### src/rtl/bcd_pkg.sv
// Shared types and helpers for the sequential binary-to-BCD converter.
package bcd_pkg;

    localparam int unsigned BCD_DIGIT_W = 4;

    typedef logic [0:0] state_t;

    localparam state_t IDLE  = 1'b0;
    localparam state_t SHIFT = 1'b1;

    // Decimal digits needed to hold any dw-bit unsigned value: ceil(dw*log10(2)).
    // The scaled constant rounds log10(2) up, so the result never undershoots.
    function automatic int unsigned min_digits(input int unsigned dw);
        return (dw * 30103 + 99999) / 100000;
    endfunction

endpackage

### src/rtl/add3.sv
// Shift-and-add-3 correction cell: adds 3 to a BCD digit of 5 or more.
module add3
    import bcd_pkg::*;
(
    input  logic [BCD_DIGIT_W-1:0] bcd_i,
    output logic [BCD_DIGIT_W-1:0] bcd_o
);

    assign bcd_o = (bcd_i >= BCD_DIGIT_W'(5)) ? bcd_i + BCD_DIGIT_W'(3) : bcd_i;

endmodule

### src/rtl/binary_to_bcd_seq.sv
// Sequential binary-to-BCD converter: one column of add3 cells iterated over DW
// cycles, with start/busy/done handshake, optional signed input and overflow flag.
module binary_to_bcd_seq
    import bcd_pkg::*;
#(
    parameter int unsigned DW     = 17,
    parameter int unsigned DIGITS = 5,
    parameter bit          SIGNED = 1'b0
) (
    input  logic                            clk,
    input  logic                            rst,
    input  logic                            start,
    input  logic [DW-1:0]                   bin_in,
    output logic                            busy,
    output logic                            done,
    output logic [BCD_DIGIT_W*DIGITS-1:0]   bcd_out,
    output logic                            neg,
    output logic                            overflow
);

    localparam int unsigned BW    = BCD_DIGIT_W * DIGITS;
    localparam int unsigned CNT_W = $clog2(DW + 1);
    // With enough digits for any magnitude the carry-out can never fire.
    localparam bit OVF_POSSIBLE = (DIGITS < min_digits(DW));

    generate
        if (DW < 2 || DIGITS < 1) begin : g_param_err
            $error("binary_to_bcd_seq: DW must be >= 2 and DIGITS >= 1");
        end
    endgenerate

    state_t             state_q, state_d;
    logic [DW-1:0]      sreg_q, sreg_d;
    logic [BW-1:0]      acc_q, acc_d;
    logic [CNT_W-1:0]   cnt_q, cnt_d;
    logic               ovf_q, ovf_d;
    logic               sign_q, sign_d;
    logic               busy_q, busy_d;
    logic               done_q, done_d;
    logic [BW-1:0]      bcd_q, bcd_d;
    logic               neg_q, neg_d;
    logic               ovf_out_q, ovf_out_d;

    logic [BW-1:0]      acc_adj;
    logic [BW-1:0]      acc_shl;
    logic [DW-1:0]      sreg_shl;
    logic               carry;
    logic               in_neg;
    logic [DW-1:0]      mag;

    // Correction column: one add3 per accumulator digit.
    for (genvar g = 0; g < DIGITS; g++) begin : g_add3
        add3 u_add3 (
            .bcd_i (acc_q[g*BCD_DIGIT_W +: BCD_DIGIT_W]),
            .bcd_o (acc_adj[g*BCD_DIGIT_W +: BCD_DIGIT_W])
        );
    end

    assign {carry, acc_shl, sreg_shl} = {acc_adj, sreg_q, 1'b0};

    // Two's-complement magnitude on DW bits so the most negative value maps to 2^(DW-1).
    assign in_neg = SIGNED && bin_in[DW-1];
    assign mag    = in_neg ? (~bin_in) + DW'(1) : bin_in;

    always_ff @(posedge clk or negedge rst) begin
        if (!rst) begin
            state_q   <= IDLE;
            sreg_q    <= '0;
            acc_q     <= '0;
            cnt_q     <= '0;
            ovf_q     <= 1'b0;
            sign_q    <= 1'b0;
            busy_q    <= 1'b0;
            done_q    <= 1'b0;
            bcd_q     <= '0;
            neg_q     <= 1'b0;
            ovf_out_q <= 1'b0;
        end else begin
            state_q   <= state_d;
            sreg_q    <= sreg_d;
            acc_q     <= acc_d;
            cnt_q     <= cnt_d;
            ovf_q     <= ovf_d;
            sign_q    <= sign_d;
            busy_q    <= busy_d;
            done_q    <= done_d;
            bcd_q     <= bcd_d;
            neg_q     <= neg_d;
            ovf_out_q <= ovf_out_d;
        end
    end

    always_comb begin
        state_d   = state_q;
        sreg_d    = sreg_q;
        acc_d     = acc_q;
        cnt_d     = cnt_q;
        ovf_d     = ovf_q;
        sign_d    = sign_q;
        busy_d    = busy_q;
        done_d    = 1'b0;
        bcd_d     = bcd_q;
        neg_d     = neg_q;
        ovf_out_d = ovf_out_q;

        case (state_q)
            IDLE: begin
                if (start) begin
                    state_d = SHIFT;
                    sreg_d  = mag;
                    acc_d   = '0;
                    ovf_d   = 1'b0;
                    cnt_d   = CNT_W'(DW);
                    sign_d  = in_neg;
                    busy_d  = 1'b1;
                end
            end
            SHIFT: begin
                sreg_d = sreg_shl;
                acc_d  = acc_shl;
                ovf_d  = ovf_q | carry;
                cnt_d  = cnt_q - CNT_W'(1);
                // Last shift: publish the result in the same edge.
                if (cnt_q == CNT_W'(1)) begin
                    state_d   = IDLE;
                    busy_d    = 1'b0;
                    done_d    = 1'b1;
                    bcd_d     = acc_shl;
                    neg_d     = sign_q;
                    ovf_out_d = OVF_POSSIBLE & (ovf_q | carry);
                end
            end
            default: begin
                state_d = IDLE;
                busy_d  = 1'b0;
            end
        endcase
    end

    assign busy     = busy_q;
    assign done     = done_q;
    assign bcd_out  = bcd_q;
    assign neg      = neg_q;
    assign overflow = ovf_out_q;

endmodule
### config.mk
export PLATFORM = sky130hd
export DESIGN_NAME = binary_to_bcd_seq
export DESIGN_NICKNAME = d
export VERILOG_FILES = /design/src/rtl/bcd_pkg.sv /design/src/rtl/add3.sv /design/src/rtl/binary_to_bcd_seq.sv
export SDC_FILE = /design/constraint.sdc
export NUM_CORES = 1
export LEC_CHECK = 0
export ABC_AREA = 0
export BUFFER_PORTS_ARGS = -buffer_cell sky130_fd_sc_hd__buf_2
export CAP_MARGIN = 20
export CORE_MARGIN = 2
export CORE_UTILIZATION = 50
export DETAILED_ROUTE_END_ITERATION = 6
export HOLD_SLACK_MARGIN = 0.06
export PLACE_DENSITY = 0.78
export SYNTH_ARGS = -nofsm -noshare
export SYNTH_HDL_FRONTEND = slang
export SYNTH_SLANG_ARGS = --single-unit
### constraint.sdc
create_clock -name clk -period 1.9 [get_ports clk]
set_input_delay 0.095 -clock clk [delete_from_list [all_inputs] [get_ports clk]]
set_output_delay 0.095 -clock clk [all_outputs]
set_load 0.02 [all_outputs]
After elaboration in Yosys (flattened, before gate mapping)
Cells that the tools add are included.

Order comparisons: 5. Muxes and demuxes: 21. Add/subtract/negate cells: 6. Reductions and logical operators: 2. Bitwise logic cells: 2. Equality and inequality tests: 3.

Operators by type and width (number): one-hot mux 20 bit (2 select lines) (1); one-hot mux 17 bit (2 select lines) (1); adder 4 x 2 -> 4 bit, second input constant (5); >= comparator 4 x 3 -> 1 bit, second input constant (5); 2-to-1 mux 20 bit (1); 2-to-1 mux 4 bit (5); 2-to-1 mux 17 bit (1); one-hot mux 5 bit (2 select lines) (1); 2-to-1 mux 1 bit (7); one-hot mux 1 bit (2 select lines) (3); == test 5 x 1 -> 1 bit, second input constant (1); 2-to-1 mux 5 bit (1); subtractor 5 x 1 -> 5 bit, second input constant (1); AND reduction 2 bit (2); != test 2 x 1 -> 1 bit, second input constant (1); != test 2 bit, second input constant (1); inverter 1 bit (1); bitwise OR 1 bit (1).

Input bits: 20. Bits in registers: 67. Output and inout bits: 24.

Logic depth before layout (Yosys ltp)
Gate-level depths: netlist (run 1).

Word-level depth: 4. Depth in mapped cells: 6. Mapped depth without buffers: 6.

Modules after synthesis
From an unflattened synthesis (run 1), not the netlist that was laid out.

Cell total of the unflattened synthesis: 283. Area, all modules: 3189.3 sq um.

By module, submodules not included: binary_to_bcd_seq (times used 1, area each 2682.6 sq um, cells each 203, sequential area each 1676.6 sq um); add3 (times used 5, area each 101.3 sq um, cells each 16, sequential area each 0.0 sq um).

Worst setup path before layout (run 1)
No wires, ideal clock.

Path type: register -> register. Start point: reg cnt_q[3]. End point: reg bcd_q[10] (netlist: bcd_out[10]). Data required time: 1775 ps. Arrival time: 1464 ps. Buffers on the path: 1. Library setup time: 125 ps. Cell stages (with the launch flop): 5. Setup slack: 311 ps. Cell sequence: dfrtp_1 > nand2b_2 > nor4b_4 > buf_6 > mux2_2.

Cells in the longest elaborated chain, start to end: 2.

RTL lines: from (decl) (line binary_to_bcd_seq.sv:35) `logic [CNT_W-1:0] cnt_q, cnt_d;`; from (signal assigned) (line binary_to_bcd_seq.sv:82) `cnt_q <= cnt_d;`; == test 5 x 1 -> 1 bit (line binary_to_bcd_seq.sv:124) `if (cnt_q == CNT_W'(1)) begin`; AND reduction 2 bit (no source line); to (signal assigned) (line binary_to_bcd_seq.sv:75) `bcd_q <= '0;`; to (signal assigned) (line binary_to_bcd_seq.sv:87) `bcd_q <= bcd_d;`; to (decl) (line binary_to_bcd_seq.sv:40) `logic [BW-1:0] bcd_q, bcd_d;`.

Every way passes these cells. A chain may end at the register's enable or synchronous reset.

Worst setup path in the final report (run 1)
Start point: reg cnt_q[1]. End point: reg bcd_q[10] (netlist: bcd_out[10]).

The elaborated chain is that of the path after synthesis.

==> metrics, run 1 <==
hold_sp bin_in[14]; number of diodes 0; DRC 0; Worst Path Required 2.13 ns; remaining global-route overflow 0; die area 7140 µm²; Die Span X 84.5 µm; first-pass GRT wire length approximately 11 mm; Reg clk slew, reported paths ~0.07 ns; final hold slack between 0.06 and 0.07 ns; routed vias approximately 2.3k; status complete, no violations; Post-synth EDFFs 0; share of layout cells above drive strength 1 a little over a fifth; vias in the first global route 2314; core area around 6300 µm²; number of synthesized register bits 67; # nets final roughly 390; Reg2Reg Setup Slack roughly 0.26 ns; Slew Limit Headroom between 50% and 60%; Placer Congestion 0.775; area leader, netlist dfrtp_1; Worst Setup SP cnt_q[1]$_DFFE_PN0P_; ys flop type dfrtp_1; PortBufs 42; Clk Latency, worst-skew pair about 0.35 ns; Reg2Reg Launch Point cnt_q[1]$_DFFE_PN0P_; Setup Skew between 0.008 and 0.009 ns; final hold viol count 0; hpwl dp 4.10 mm; top cell type's share of synthesized area 51.8%; post-layout min period 1.64 ns; clock tree sinks 67; Fmax achieved 608 MHz; synthesized cell area 3240 µm²; post-CTS setup buffer count 0; Hold Crit Class in -> reg; syn avg cell area between 10 and 15 µm²; synth top area cells dfrtp_1, mux2i_1, ha_1, mux2_2, nand2_1; # Max-Cap Violations 0; crit share post-route slightly below 90%; CP arrival between 1.5 and 2 ns; Cell Rows 29; Area Growth Syn to Fin 18.1%; Top Ports 44; register area share after synthesis ~52%; Peak supply drop around 880 µV; via/cell ratio approximately 5.3; FFs w/ async S/R, synth 100%; H-tree depth 3; LEAKAGE around 1.9 nW; Post-Syn Instances 306; final max-slew violation count 0; Die Y 84.5 µm; Post-Syn Nets between 300 and 400; final setup fails 0; ANT nets after route 0; CP Max Fanout 18; most frequent cell after synthesis dfrtp_1; WL final 6.24 mm; initial core utilization about half; First DRT Iteration DRCs between 100 and 150; slowest stage delay, CP roughly 0.38 ns; CP endpoint kind register; CP cell instances inv_1 -> ha_1 -> nor4b_4 -> buf_4 -> mux2_2; PD cells between 1500 and 2000 nW/µm²; largest net degree at the start of global routing between 70 and 80; CTS root buffer clkbuf_8; clock buffer depth 2; critical setup path kind reg -> reg; cts bufs inserted 9; setup_tns 0 ns; Slowest-stage cell, CP dfrtp_1; per-cell routed wire length 14.1 µm; initial antenna violation count 0; drt pass-1 iters 4; synth unique cells 30; Tot GR Track Use 19.2%; Startpoint Class register; Synth Warn # 0; RSZ-0062 raised after global routing false; Synth top cells by count dfrtp_1, nand2_1, mux2i_1; worst slew pin tran between 0.6 and 0.7 ns; CTS tree yes
## logic make-up after synthesis
| logic type | after synthesis | synth area share, % |
|---|---|---|
| buffers and inverters | 32 | 4.60 |
| adders and majority gates | 12 | 4.63 |
| AOI/OAI and AO/OA | 68 | 12.7 |
| other | 1 | 0.116 |
| xor gates and xnor gates | 7 | 1.89 |
| and+or+nand+nor | 81 | 12.1 |
| DFF | 67 | 51.8 |
| muxes | 38 | 12.2 |
## critical path, delay by kind of cell, from the launching register on
kind / cells / cell delay [ns]
and+or+nand+nor: 1 / 0.21
adders and majority gates: 1 / 0.16
DFF: 1 / 0.38
muxes: 1 / 0.36
buffers and inverters: 2 / 0.39
## metrics by stage
stage | area, µm² | std cells | setup slack (ns) | utilization, % | power [W]
2_1_floorplan | 3240 | 306 | 0.311 | - | 0.00476
3_3_place_gp | 3520 | 414 | 0.338 | 55.8 | 0.00539
3_5_place_dp | 3520 | 414 | 0.271 | 55.8 | 0.00555
4_1_cts | 3820 | 442 | 0.246 | 60.6 | 0.00666
5_1_grt | 3820 | 442 | 0.138 | 60.6 | 0.00714
6_report | 3820 | 442 | 0.256 | 60.6 | 0.00659
## layout make-up
class	instances	area, µm²
Fill cell	537	2490
Inverter	15	56.3
Tap cell	77	96.3
Timing Repair Buffer	60	400
Multi-Input combinational cell	207	1410
Clock buffer	12	155
Clock inverter	4	25.0
Sequential cell	67	1680
## sequential cells by signal, indices dropped and copies added (netlist names)
signal    count
acc_q        20
bcd_out      20
busy          1
cnt_q         5
done          1
overflow      1
ovf_q         1
sreg_q       17
state_q       1
## where the power goes
group / switching (W) / internal (W) / total (W)
Clock: 0.000539 / 0.000540 / 0.00108
Sequential: 0.000482 / 0.00208 / 0.00256
Combinational: 0.00161 / 0.00135 / 0.00295
Total: 0.00263 / 0.00397 / 0.00659
## layer usage
| layer | GRT usage [%] | wire length [µm] |
|---|---|---|
| met5 | 0 | 0 |
| met4 | 11.4 | 164 |
| met3 | 4.33 | 211 |
| met2 | 30.7 | 3060 |
| met1 | 23.8 | 2810 |
## path summary, 6_finish.rpt
path	endpoint	depth (start not counted)
max in group asynchronous	state_q$_DFF_PN0_	3
min	sreg_q[14]$_DFFE_PN0P_	3
max reg2reg	bcd_out[10]$_DFFE_PN0P_	5
min reg2reg	sreg_q[16]$_DFFE_PN0P_	2
min in group asynchronous	acc_q[19]$_DFFE_PN0P_	2
max	bcd_out[10]$_DFFE_PN0P_	5
## repair_timing
action | in CTS | in global routing
endpoints found under the hold margin | 36 | 0
resized for setup | 0 | 0
hold buffers | 12 | 0
## cells in the final DEF, fill, tap and decap left out, types with 2 or more instances in the layout
cell type | Yosys | layout
a32o_1 | 4 | 4
a31oi_1 | 4 | 4
o21ai_0 | 22 | 22
inv_1 | 15 | 15
buf_4 | 3 | 4
xor2_1 | 2 | 2
clkbuf_8 | 0 | 11
dlygate4sd3_1 | 0 | 12
a21o_1 | 13 | 13
nand2b_1 | 7 | 7
dfrtp_1 | 67 | 66
clkinv_2 | 0 | 2
o22ai_1 | 2 | 2
clkinvlp_4 | 0 | 2
buf_12 | 0 | 2
nor3b_1 | 9 | 9
mux2i_1 | 26 | 26
ha_1 | 12 | 12
nor2_1 | 20 | 20
o31ai_1 | 2 | 2
xnor2_1 | 5 | 5
buf_2 | 2 | 42
nor3_1 | 7 | 7
mux2_2 | 12 | 12
a21oi_1 | 19 | 19
nand2_1 | 35 | 35
(Power assumes the default switching activity.)
==> run 2, diff against run 1 <==
--- a/config.mk
+++ b/config.mk
@@ -9,10 +9,10 @@
 export BUFFER_PORTS_ARGS = -buffer_cell sky130_fd_sc_hd__buf_2
 export CAP_MARGIN = 20
 export CORE_MARGIN = 2
-export CORE_UTILIZATION = 50
+export CORE_UTILIZATION = 45
 export DETAILED_ROUTE_END_ITERATION = 6
 export HOLD_SLACK_MARGIN = 0.06
-export PLACE_DENSITY = 0.78
+export PLACE_DENSITY = 0.72
 export SYNTH_ARGS = -nofsm -noshare
 export SYNTH_HDL_FRONTEND = slang
 export SYNTH_SLANG_ARGS = --single-unit
==> metrics, run 2 (synthesized netlist as in run 1, its figures left out) <==
crit path capture acc_q[14]$_DFFE_PN0P_ (was bcd_out[10]$_DFFE_PN0P_); Cell Rows 30 (was 29); Die Y 88.8 µm (was 84.5 µm); Critical R2R Capture acc_q[14]$_DFFE_PN0P_ (was bcd_out[10]$_DFFE_PN0P_); largest net degree at the start of global routing 53 (was 76); initial antenna violation count 0 (unchanged); commonest non-fill, non-tap cell in the layout dfrtp_1 (unchanged); Hold Crit Class in -> reg (unchanged); hpwl dp 4.19 mm (was 4.10 mm); RSZ-0062 raised after global routing false (unchanged); setup_tns 0 ns (unchanged); die area 7890 µm² (was 7140 µm²); number of diodes 0 (unchanged); Reg2Reg Launch Point acc_q[12]$_DFFE_PN0P_ (was cnt_q[1]$_DFFE_PN0P_); Startpoint Class register (unchanged); vias in the first global route 2321 (was 2314); clock buffer depth 2 (unchanged); LEAKAGE 1.93 nW (was 1.89 nW); Die Span X 88.8 µm (was 84.5 µm); crit share post-route 86.6% (was 86.5%); First DRT Iteration DRCs 119 (was 117); share of layout cells above drive strength 1 21.5% (was 21.4%); initial core utilization 47.2% (was 51.3%); first-pass GRT wire length 10.7 mm (about the same); critical setup path kind reg -> reg (unchanged); CTS root buffer clkbuf_8 (unchanged); Tot GR Track Use 17.8% (was 19.2%); CTS resizes 0 (unchanged); Setup Skew 0.00693 ns (was 0.00839 ns); CP endpoint kind register (unchanged); remaining global-route overflow 0 (unchanged); Reg clk slew, reported paths 0.07 ns (about the same); core area 6870 µm² (was 6310 µm²); DRC 0 (unchanged); Clk Latency, worst-skew pair 0.34 ns (was 0.35 ns); Worst Path Required 2.16 ns (was 2.13 ns); post-layout min period 1.65 ns (was 1.64 ns); Worst Setup SP acc_q[12]$_DFFE_PN0P_ (was cnt_q[1]$_DFFE_PN0P_); status complete, no violations (unchanged); clock tree sinks 67 (unchanged); H-tree depth 3 (unchanged); CP arrival 1.91 ns (was 1.87 ns); drt pass-1 iters 4 (unchanged); via/cell ratio 5.08 (was 5.26); # Max-Cap Violations 0 (unchanged); Peak supply drop 707 µV (was 880 µV); Placer Congestion 0.748 (was 0.775); per-cell routed wire length 13.5 µm (was 14.1 µm); CTS tree yes (unchanged); PortBufs 42 (unchanged); Placed Area 3570 µm² (was 3520 µm²); routed vias 2377 (was 2323); most frequent cells in the layout dfrtp_1, buf_2, nand2_1, mux2i_1, o21ai_0 (unchanged); final setup fails 0 (unchanged); final max-slew violation count 0 (unchanged); worst r2r path cells 6 (was 5); Area Growth Syn to Fin 21.1% (was 18.1%); final hold viol count 0 (unchanged); CP Max Fanout 5 (was 18); # nets final 399 (was 392); Top Ports 44 (unchanged); final instance area 3920 µm² (was 3820 µm²); Reg2Reg Setup Slack 0.25 ns (was 0.26 ns); PD cells 1720 nW/µm² (about the same); Fmax achieved 608 MHz (about the same); ANT nets after route 0 (unchanged); WL final 6.30 mm (was 6.24 mm); cts bufs inserted 9 (unchanged)
-- run 2: critical path, stage by stage, from the launching register on --
cell,delay [ns]
dfrtp_1,0.43
inv_1,0.08
ha_1,0.20
nand2b_1,0.09
a21oi_1,0.25
mux2_2,0.38
mux2i_1,0.14
-- run 2: routing by layer --
| metal | track usage, % | wire, µm | vias to the layer above |
|---|---|---|---|
| met5 | 0 | 0 | - |
| met4 | 5.65 | 57 | 0 |
| met3 | 6.25 | 306 | 7 |
| met2 | 29.2 | 3020 | 46 |
| met1 | 22.0 | 2920 | 1152 |
| li1 | - | - | 1172 |
-- run 2: worst min-delay path by stage --
stage / slack [ns] / to / cells past startpoint / startpoint
2_1_floorplan: -0.20 / acc_q[0]$_DFFE_PN0P_ / 0 / rst
3_3_place_gp: 0.01 / cnt_q[0]$_DFFE_PN0P_ / 1 / rst
3_5_place_dp: 0.01 / cnt_q[1]$_DFFE_PN0P_ / 1 / rst
4_1_cts: 0.06 / sreg_q[5]$_DFFE_PN0P_ / 3 / bin_in[5]
5_1_grt: 0.06 / sreg_q[5]$_DFFE_PN0P_ / 3 / bin_in[5]
6_report: 0.07 / sreg_q[5]$_DFFE_PN0P_ / 3 / bin_in[5]
-- run 2: layout make-up --
| cell class | count | area [µm²] |
|---|---|---|
| flip-flops and latches | 67 | 1680 |
| repair buffers | 67 | 448 |
| multi-input cells | 207 | 1410 |
| clock inverters | 1 | 30.0 |
| fillers | 598 | 2950 |
| inverters | 15 | 56.3 |
| well taps | 96 | 120 |
| clock buffers | 15 | 176 |
-- run 2: what timing repair did --
item                                    4_1_cts  5_1_grt
hold buffers                                 15        0
hold endpoints to repair                     76        0
buffers inserted                              0        0
endpoints found under the setup margin        0        0
-- run 2: metrics by stage --
stage          total power, W  hold slack, ns  cells  utilization, %  setup WS [ns]
5_1_grt               0.00730          0.0643    468            57.1          0.100
3_3_place_gp          0.00538          0.0125    437            51.9          0.318
4_1_cts               0.00681          0.0626    468            57.1          0.242
2_1_floorplan         0.00476          -0.201    306               -          0.311
3_5_place_dp          0.00551          0.0111    437            51.9          0.266
6_report              0.00673          0.0732    468            57.1          0.254
-- run 2: power by group --
group          internal (W)  switching [W]
clock              0.000716       0.000503
sequential          0.00208       0.000472
combinational       0.00135        0.00161
